==> src/rtl/ctrl_seq_pkg.sv <==
// ctrl_seq_pkg: shared definitions for the sequenced control decoder.
//   Opcode constants, branch condition and FSM state enums, and the
//   branch-condition evaluation helper.
package ctrl_seq_pkg;

  localparam logic [4:0] OP_LDR   = 5'b01100;
  localparam logic [4:0] OP_STR   = 5'b01101;
  localparam logic [4:0] OP_NOP   = 5'b00110;
  localparam logic [2:0] BR_CLASS = 3'b010;

  typedef enum logic [1:0] {
    COND_AL = 2'b00,
    COND_EQ = 2'b01,
    COND_NE = 2'b10,
    COND_LT = 2'b11
  } cond_t;

  typedef enum logic [1:0] {
    IDLE = 2'b00,
    RUN  = 2'b01,
    MEM  = 2'b10,
    DONE = 2'b11
  } ctrl_state_t;

  // Signed less-than is N xor V; carry is not used by any condition.
  function automatic logic cond_true(cond_t c, logic z, logic n, logic v);
    case (c)
      COND_AL: return 1'b1;
      COND_EQ: return z;
      COND_NE: return !z;
      default: return n ^ v;
    endcase
  endfunction

endpackage

==> src/rtl/ctrl_seq_if.sv <==
// ctrl_seq_if: program/control bundle between ROM, ALU flags, fetch unit
//   and the write enables of reg_file/data_mem.
//   master: drives Start, Instruction, Flags; observes the strobes.
//   slave : the controller (ctrl_seq).
interface ctrl_seq_if #(
  parameter int IW = 9,
  parameter int TW = 3
);
  logic          Start;
  logic [IW-1:0] Instruction;
  logic [3:0]    Flags;       // {Z,N,C,V}
  logic [TW-1:0] PCTarg;
  logic          Jump;
  logic          Advance;
  logic          RegWrEn;
  logic          MemWrEn;
  logic          LoadInst;
  logic          Stall;
  logic          Busy;
  logic          Ack;

  modport master (
    output Start, Instruction, Flags,
    input  PCTarg, Jump, Advance, RegWrEn, MemWrEn, LoadInst, Stall, Busy, Ack
  );

  modport slave (
    input  Start, Instruction, Flags,
    output PCTarg, Jump, Advance, RegWrEn, MemWrEn, LoadInst, Stall, Busy, Ack
  );
endinterface

==> src/rtl/ctrl_decode.sv <==
// ctrl_decode: pure combinational opcode classifier.
//   instr_i   : instruction word
//   is_*_o    : instruction class flags (at most one set)
//   cond_o    : branch condition field
module ctrl_decode
  import ctrl_seq_pkg::*;
#(
  parameter int IW = 9
) (
  input  logic [IW-1:0] instr_i,
  output logic          is_ldr_o,
  output logic          is_str_o,
  output logic          is_br_o,
  output logic          is_halt_o,
  output logic          is_nop_o,
  output cond_t         cond_o
);

  logic [4:0] opcode;

  assign opcode    = instr_i[IW-1:IW-5];
  assign is_halt_o = (instr_i == '0);
  assign is_br_o   = (opcode[4:2] == BR_CLASS);
  assign is_ldr_o  = (opcode == OP_LDR);
  assign is_str_o  = (opcode == OP_STR);
  assign is_nop_o  = (opcode == OP_NOP);
  assign cond_o    = cond_t'(opcode[1:0]);

endmodule

==> src/rtl/ctrl_seq.sv <==
// ctrl_seq: sequenced control decoder with fixed-latency memory stall.
//   Clk   : clock, rising edge
//   Reset : asynchronous, active-low
//   bus   : ctrl_seq_if slave (Start/Instruction/Flags in; strobes,
//           PCTarg, registered Busy/Ack out)
//
// state | meaning
// IDLE  | waiting for Start
// RUN   | one instruction per cycle
// MEM   | load/store wait; counter counts down to the write cycle
// DONE  | program halted, Ack high until Start drops
module ctrl_seq
  import ctrl_seq_pkg::*;
#(
  parameter int IW      = 9,
  parameter int TW      = 3,
  parameter int MEM_LAT = 2
) (
  input  logic    Clk,
  input  logic    Reset,
  ctrl_seq_if.slave bus
);

  localparam int CW = (MEM_LAT > 0) ? $clog2(MEM_LAT + 1) : 1;
  localparam logic [CW-1:0] CNT_LOAD = (MEM_LAT > 0) ? CW'(MEM_LAT - 1) : '0;

  ctrl_state_t   state_q, state_d;
  logic [CW-1:0] cnt_q, cnt_d;
  logic          busy_q, busy_d;
  logic          ack_q, ack_d;

  logic  is_ldr, is_str, is_br, is_halt, is_nop;
  cond_t cond;
  logic  taken;

  logic jump, advance, reg_wr, mem_wr, load_inst, stall;

  logic unused_flag_c;
  assign unused_flag_c = bus.Flags[1];

  ctrl_decode #(.IW(IW)) u_decode (
    .instr_i   (bus.Instruction),
    .is_ldr_o  (is_ldr),
    .is_str_o  (is_str),
    .is_br_o   (is_br),
    .is_halt_o (is_halt),
    .is_nop_o  (is_nop),
    .cond_o    (cond)
  );

  assign taken = cond_true(cond, bus.Flags[3], bus.Flags[2], bus.Flags[0]);

  always_comb begin
    state_d   = state_q;
    cnt_d     = cnt_q;
    jump      = 1'b0;
    advance   = 1'b0;
    reg_wr    = 1'b0;
    mem_wr    = 1'b0;
    load_inst = 1'b0;
    stall     = 1'b0;
    case (state_q)
      IDLE: begin
        if (bus.Start) state_d = RUN;
      end
      RUN: begin
        if (is_halt) begin
          state_d = DONE;
        end else if (is_br) begin
          jump    = taken;
          advance = !taken;
        end else if (is_ldr || is_str) begin
          load_inst = is_ldr;
          if (MEM_LAT == 0) begin
            // zero-latency memory: this cycle is also the write cycle
            advance = 1'b1;
            reg_wr  = is_ldr;
            mem_wr  = is_str;
          end else begin
            stall   = 1'b1;
            cnt_d   = CNT_LOAD;
            state_d = MEM;
          end
        end else if (is_nop) begin
          advance = 1'b1;
        end else begin
          reg_wr  = 1'b1;
          advance = 1'b1;
        end
      end
      MEM: begin
        load_inst = is_ldr;
        if (cnt_q == '0) begin
          advance = 1'b1;
          reg_wr  = is_ldr;
          mem_wr  = is_str;
          state_d = RUN;
        end else begin
          stall = 1'b1;
          cnt_d = cnt_q - CW'(1);
        end
      end
      DONE: begin
        if (!bus.Start) state_d = IDLE;
      end
      default: state_d = IDLE;
    endcase
  end

  // Busy/Ack are registered from the next state so they track the state
  // register exactly, without a decode glitch.
  assign busy_d = (state_d == RUN) || (state_d == MEM);
  assign ack_d  = (state_d == DONE);

  always_ff @(posedge Clk or negedge Reset) begin
    if (!Reset) begin
      state_q <= IDLE;
      cnt_q   <= '0;
      busy_q  <= 1'b0;
      ack_q   <= 1'b0;
    end else begin
      state_q <= state_d;
      cnt_q   <= cnt_d;
      busy_q  <= busy_d;
      ack_q   <= ack_d;
    end
  end

  // PCTarg is a pass-through, but forced low during reset so the whole
  // output bundle is quiet while Reset is asserted.
  assign bus.PCTarg   = Reset ? bus.Instruction[TW-1:0] : '0;
  assign bus.Jump     = jump;
  assign bus.Advance  = advance;
  assign bus.RegWrEn  = reg_wr;
  assign bus.MemWrEn  = mem_wr;
  assign bus.LoadInst = load_inst;
  assign bus.Stall    = stall;
  assign bus.Busy     = busy_q;
  assign bus.Ack      = ack_q;

endmodule
==> src/flat_wrapper.sv <==
// flat-port wrapper written by rule: the top's interface ports become plain ports
module ctrl_seq_flat import ctrl_seq_pkg::*;
#(
  parameter int IW      = 9,
  parameter int TW      = 3,
  parameter int MEM_LAT = 2
)
  (Clk, Reset, bus_Start, bus_Instruction, bus_Flags, bus_PCTarg, bus_Jump, bus_Advance, bus_RegWrEn, bus_MemWrEn, bus_LoadInst, bus_Stall, bus_Busy, bus_Ack);
  ctrl_seq_if #(.IW(IW), .TW(TW)) bus_i ();
  input  logic Clk;
  input  logic Reset;
  input wire logic [$bits(bus_i.Start)-1:0] bus_Start;
  input wire logic [$bits(bus_i.Instruction)-1:0] bus_Instruction;
  input wire logic [$bits(bus_i.Flags)-1:0] bus_Flags;
  output wire logic [$bits(bus_i.PCTarg)-1:0] bus_PCTarg;
  output wire logic [$bits(bus_i.Jump)-1:0] bus_Jump;
  output wire logic [$bits(bus_i.Advance)-1:0] bus_Advance;
  output wire logic [$bits(bus_i.RegWrEn)-1:0] bus_RegWrEn;
  output wire logic [$bits(bus_i.MemWrEn)-1:0] bus_MemWrEn;
  output wire logic [$bits(bus_i.LoadInst)-1:0] bus_LoadInst;
  output wire logic [$bits(bus_i.Stall)-1:0] bus_Stall;
  output wire logic [$bits(bus_i.Busy)-1:0] bus_Busy;
  output wire logic [$bits(bus_i.Ack)-1:0] bus_Ack;
  assign bus_i.Start = bus_Start;
  assign bus_i.Instruction = bus_Instruction;
  assign bus_i.Flags = bus_Flags;
  assign bus_PCTarg = bus_i.PCTarg;
  assign bus_Jump = bus_i.Jump;
  assign bus_Advance = bus_i.Advance;
  assign bus_RegWrEn = bus_i.RegWrEn;
  assign bus_MemWrEn = bus_i.MemWrEn;
  assign bus_LoadInst = bus_i.LoadInst;
  assign bus_Stall = bus_i.Stall;
  assign bus_Busy = bus_i.Busy;
  assign bus_Ack = bus_i.Ack;
  ctrl_seq #(.IW(IW), .TW(TW), .MEM_LAT(MEM_LAT)) u_core (.Clk(Clk), .Reset(Reset), .bus(bus_i));
endmodule
==> config.mk <==
export PLATFORM = sky130hd
export DESIGN_NAME = ctrl_seq_flat
export DESIGN_NICKNAME = d
export VERILOG_FILES = /design/src/rtl/ctrl_seq_pkg.sv /design/src/rtl/ctrl_seq_if.sv /design/src/rtl/ctrl_decode.sv /design/src/rtl/ctrl_seq.sv /design/src/flat_wrapper.sv
export SDC_FILE = /design/constraint.sdc
export NUM_CORES = 1
export LEC_CHECK = 0
export CAP_MARGIN = 5
export CORE_MARGIN = 5
export CORE_UTILIZATION = 40
export CTS_BUF_LIST = sky130_fd_sc_hd__clkbuf_2 sky130_fd_sc_hd__clkbuf_4 sky130_fd_sc_hd__clkbuf_8
export DETAILED_ROUTE_END_ITERATION = 7
export PLACE_DENSITY = 0.82
export SETUP_SLACK_MARGIN = 0.02
export SYNTH_ARGS = -nofsm -noshare
export SYNTH_HDL_FRONTEND = slang
export SYNTH_HIERARCHICAL = 1
export SYNTH_SLANG_ARGS = --single-unit
==> constraint.sdc <==
create_clock -name Clk -period 3.9 [get_ports Clk]
set_clock_uncertainty 0.2 [all_clocks]
set_input_delay 1.17 -clock Clk [delete_from_list [all_inputs] [get_ports Clk]]
set_output_delay 1.17 -clock Clk [all_outputs]
set_load 0.02 [all_outputs]
==> Word level (Yosys, flattened, before mapping) <==
Index checks and enable logic that the tools add are counted.
{ "op_classes": {"addsub": 1, "n_eq_ne": 16, "muxes": 39, "bitwise_logic": 1, "reduce_logical": 10} }
{ "op_table": {"columns": ["op", "n"], "rows": [
  ["2-to-1 mux 1 bit", 21],
  ["2-to-1 mux 2 bit", 10],
  ["== test 2 bit, second input constant", 5],
  ["== test 5 x 4 -> 1 bit, second input constant", 2],
  ["zero test 9 bit", 1],
  ["one-hot mux 1 bit (2 select lines)", 4],
  ["one-hot mux 2 bit (4 select lines)", 1],
  ["== test 2 x 1 -> 1 bit, second input constant", 3],
  ["zero test 2 bit", 3],
  ["inequality test 2 bit, second input constant", 3],
  ["== test 5 x 3 -> 1 bit, second input constant", 1],
  ["AND reduction 5 bit", 1],
  ["one-hot mux 2 bit (2 select lines)", 1],
  ["== test 3 x 2 -> 1 bit, second input constant", 1],
  ["2-to-1 mux 3 bit", 1],
  ["one-hot mux 1 bit (3 select lines)", 1],
  ["zero test 1 bit", 2],
  ["logical OR 1 bit", 2],
  ["inequality test 2 x 1 -> 1 bit, second input constant", 1],
  ["nonzero test 2 bit", 1],
  ["subtractor 2 x 1 -> 2 bit, second input constant", 1],
  ["XOR 1 bit", 1]
]} }
{ "word_totals": {"regBits": 6, "input_bits": 16, "output_inout_bits": 11, "wordCells": 71} }

==> Longest topological paths before layout <==
{ "depth": {"ltp_word": 8, "ltp_mapped": 7, "depth_no_buf": 6} }

==> Modules after synthesis <==
The synthesis kept the hierarchy.
{ "by_module_without_submodules": {"columns": ["module", "n_inst", "cells_per_inst", "area_each_um2"], "rows": [
  ["ctrl_seq", 1, 73, 660.6],
  ["ctrl_decode", 1, 11, 75.1]
]} }

==> Least setup slack after synthesis <==
No wires, ideal clock.
{ "synth_timing": {"path_type": "input-to-output", "start": "input port bus_Instruction[8]", "end": "output port bus_Advance", "arrival_ps": 2734, "slack_ps": -204, "stages": 4, "cell_sequence": "nor3b_1 > o21bai_4 > nand4_1 > o41ai_1"} }
{ "synth_between": {"elab_chain_len": 6, "word_cells_on_any_way": 9, "classes_between": "3 x eq/ne; 4 x mux; 2 x reduce/logical"} }
{ "synth_rtl": {"columns": ["element", "line_no", "source"], "rows": [
  ["start: declaration", "flat_wrapper.sv:13", "input wire logic [$bits(bus_i.Instruction)-1:0] bus_Instruction;"],
  ["== test 5 x 4 -> 1 bit, on equally long branches", "ctrl_decode.sv:24, ctrl_decode.sv:25", null],
  ["logical OR 1 bit", "ctrl_seq.sv:72", "end else if (is_ldr || is_str) begin"],
  ["2-to-1 mux 1 bit", "ctrl_seq.sv:72", null],
  ["2-to-1 mux 1 bit", "ctrl_seq.sv:69", "end else if (is_br) begin"],
  ["2-to-1 mux 1 bit *", "ctrl_seq.sv:67", "if (is_halt) begin"],
  ["one-hot mux 1 bit (2 select lines) *", "ctrl_seq.sv:62", "case (state_q)"],
  ["end: declaration", "flat_wrapper.sv:17", "output wire logic [$bits(bus_i.Advance)-1:0] bus_Advance;"]
]} }
Every way passes the cells marked *; elsewhere a longest branch is shown, timed or not.

==> Worst setup path in the final report <==
{ "layout_timing": {"start": "input port bus_Instruction[5]", "end": "output port bus_LoadInst"} }
{ "layout_between": {"word_cells_on_any_way": 8, "classes_between": "2 x eq/ne; 4 x mux; 2 x reduce/logical"} }
{ "layout_rtl": {"columns": ["element", "line_no", "source"], "rows": [
  ["zero test 9 bit", "ctrl_decode.sv:22", "assign is_halt_o = (instr_i == '0);"],
  ["net u_core.is_halt", "ctrl_seq.sv:32", "logic is_ldr, is_str, is_br, is_halt, is_nop;"],
  ["2-to-1 mux 1 bit", "ctrl_seq.sv:67", null],
  ["one-hot mux 1 bit (2 select lines)", "ctrl_seq.sv:62", null],
  ["end: declaration", "flat_wrapper.sv:20", "output wire logic [$bits(bus_i.LoadInst)-1:0] bus_LoadInst;"]
]} }
The timed path passes the listed nets, and every way through them passes these cells.

==> flow_metrics.tcl <==
set metrics [dict create \
    clockPowerShare 0.116 \
    chipHeight_um 52.9 \
    finalCritPeriodShare 1.03 \
    syn_avg_cell_area_um2 8.76 \
    cts-buffers-inserted 3 \
    layout_common_cells "buf_4, clkdlybuf4s50_1, nor2_1, ha_1, dfrtp_1" \
    slew_viol_final 0 \
    grt_pass1_vias 813 \
    drive_gt1_frac 0.368 \
    hp-class "reg -> reg" \
    slew_headroom 0.707 \
    comb_power_share 0.660 \
    fmaxAchievable_mhz 249 \
    overflow 0 \
    grt_usage 0.169 \
    pwr-share-seq 0.224 \
    synth_top_flop_cell "dfrtp_1" \
    dr.pass1.iters 4 \
    cts_root_buf "clkbuf_4" \
    h-tree-depth 1 \
    diodes 0 \
    numClockSinks 6 \
    cts.clk_slew.worst_paths_ns 0.04 \
    crit_fanout 5 \
    start_util 0.422 \
    end_kind "output port" \
    nNetsFinal 149 \
    fin_tns_setup_ns -0.328 \
    final_common_cell "buf_4" \
    cap_violations 0 \
    period_minus_slack_ns 4.02 \
    setup_slack_ns -0.120 \
    ys_ff_latch 6 \
    synthCells 84 \
    synth_cell_type_count 43 \
    ir_worst_vdd_mv 0.308 \
    vias 794 \
    fin_area_mm2 0.00116 \
    worst_setup_path_start_kind "input port" \
    die_area_mm2 0.00280 \
    fin_util 0.667 \
    placed_area_mm2 0.00111 \
    grt_max_degree 13 \
    synth_seq_area_share 0.204 \
    critPathArrivalTime_ns 2.65 \
    multi_input_area_um2 571 \
    grt_pass1_wl_mm 3.59 \
    drt-total-wl_mm 2.17 \
    vias_per_cell 5.29 \
    hold_violations 0 \
    status "complete, but fails checks" \
    power_w 0.000460 \
    antenna_found_initial 0 \
    powerDensity_mw_per_mm2 395 \
    fillers 133 \
    violations "setup timing" \
    synth_async_sr_flop_share 1.00 \
    grt_setup_unrepaired "true" \
    required_ns 2.53 \
    synthToLayoutAreaGrowth_pct 58.3 \
    place_congestion 0.818 \
    drt-initial-drc-count 10 \
    yosys_warnings 6 \
    drc 0 \
    cts_tree "built" \
    p_leak_nw 0.531 \
    synth_edf_count 0 \
    place_hpwl_mm 1.68 \
    setup_viol_count_final 4 \
    core_mm2 0.00175 \
    numPortBuffers 25 \
    ff_latch_area_um2 150 \
    synth.net_count 106 \
    switching_share 0.443 \
    p_switching_w 0.000204 \
    p_int_w 0.000256 \
    wl_per_cell_um 14.5 \
    die_w_um 52.9 \
    clk_latency_ns 0.23 \
    ios 27 \
    path_class "in -> out" \
    tightest_slew_ns 0.440 \
    syn-cell-area_um2 736 \
    cts.path.max_buffers 2 \
    antenna_left 0 \
    floorplan.rows 15 \
]
cells in the mapped netlist (2+ instances only):
cell type	count	area, um^2
a211oi_1	2	15.0
inv_1	6	22.5
nand2b_1	2	12.5
dfrtp_1	6	150
and2_1	5	31.3
nand3_1	3	15.0
nor3b_1	3	22.5
nor2_1	7	26.3
nand2_1	4	15.0
a32oi_1	2	17.5
ha_1	6	75.1
o21a_1	3	22.5
buf_4	3	22.5
o31ai_1	2	15.0
or3_1	2	12.5
kinds of logic (layout without fill, tap and decap cells):
family                     count (synthesis)  count (layout)  share of synthesized area
DFF                                        6               6                      0.204
and+or+nand+nor                           38              38                      0.313
xor gates and xnor gates                   1               1                     0.0119
buffers and inverters                     11              52                     0.0833
adders and majority gates                  6               6                      0.102
AOI/OAI and AO/OA                         21              21                      0.272
muxes                                      1               1                     0.0136
registers in the layout, summed over array words and instances (netlist names):
signal	count
u_core/bus.Busy	1
u_core/state_q	2
u_core/cnt_q	2
u_core/bus.Ack	1
timing repair:
action | 4_1_cts | 5_1_grt
gates resized for setup | 58 | 9
hold buffers | 0 | 0
buffers inserted | 1 | 1
pin swaps | 5 | 5
cloned | 0 | 0
setup endpoints to repair | 6 | 6
metal layers:
| layer | routed length, um | track usage | vias to the layer above |
|---|---|---|---|
| met4 | 43 | 0.0553 | 0 |
| met3 | 145 | 0.0366 | 4 |
| met2 | 1060 | 0.287 | 28 |
| met1 | 920 | 0.208 | 362 |
| met5 | 0 | 0 | - |
| li1 | - | - | 400 |
critical path: stages:
cell	delay (ns)
buf_8	0.10
or4_4	0.54
nor4_4	0.25
nand2b_4	0.19
nor2_2	0.04
o211a_1	0.22
buf_6	0.13
power groups by stage:
stage | logic [W] | registers [W] | clock network (W)
after floorplan | 0.000192 | 0.000107 | 0
after global placement | 0.000275 | 0.000102 | 0
after detailed placement | 0.000290 | 0.000103 | 0
after CTS | 0.000300 | 0.000103 | 0.0000558
after global routing | 0.000336 | 0.000106 | 0.0000603
final | 0.000304 | 0.000103 | 0.0000535
final timing paths:
check | slack [ns] | cells past startpoint | end | startpoint
setup / recovery | -0.12 | 7 | bus_LoadInst | bus_Instruction[5]
min in group asynchronous | 1.11 | 2 | u_core/cnt_q[1] | Reset
hold / removal | 0.40 | 2 | u_core/cnt_q[1] | u_core/cnt_q[1]
max in group asynchronous | 2.28 | 2 | u_core/state_q[0] | Reset
setup reg to reg | 1.71 | 6 | u_core/bus.Busy | u_core/state_q[0]
hold reg to reg | 0.40 | 2 | u_core/cnt_q[1] | u_core/cnt_q[1]
through the flow:
step	hold slack (ns)	setup slack [ns]	std cells
2_1_floorplan	0.344	0.0369	84
3_3_place_gp	0.367	-0.781	145
3_5_place_dp	0.394	-0.803	145
4_1_cts	0.404	-0.152	149
5_1_grt	0.443	-0.188	150
6_report	0.396	-0.120	150
area by class of cell:
class / count / area share
multi-input cells: 67 / 0.490
repair buffers: 43 / 0.316
flip-flops and latches: 6 / 0.129
well taps: 25 / 0.0269
clock buffers: 3 / 0.0193
inverters: 6 / 0.0193
Note: power is estimated with default switching activity, not from simulation.
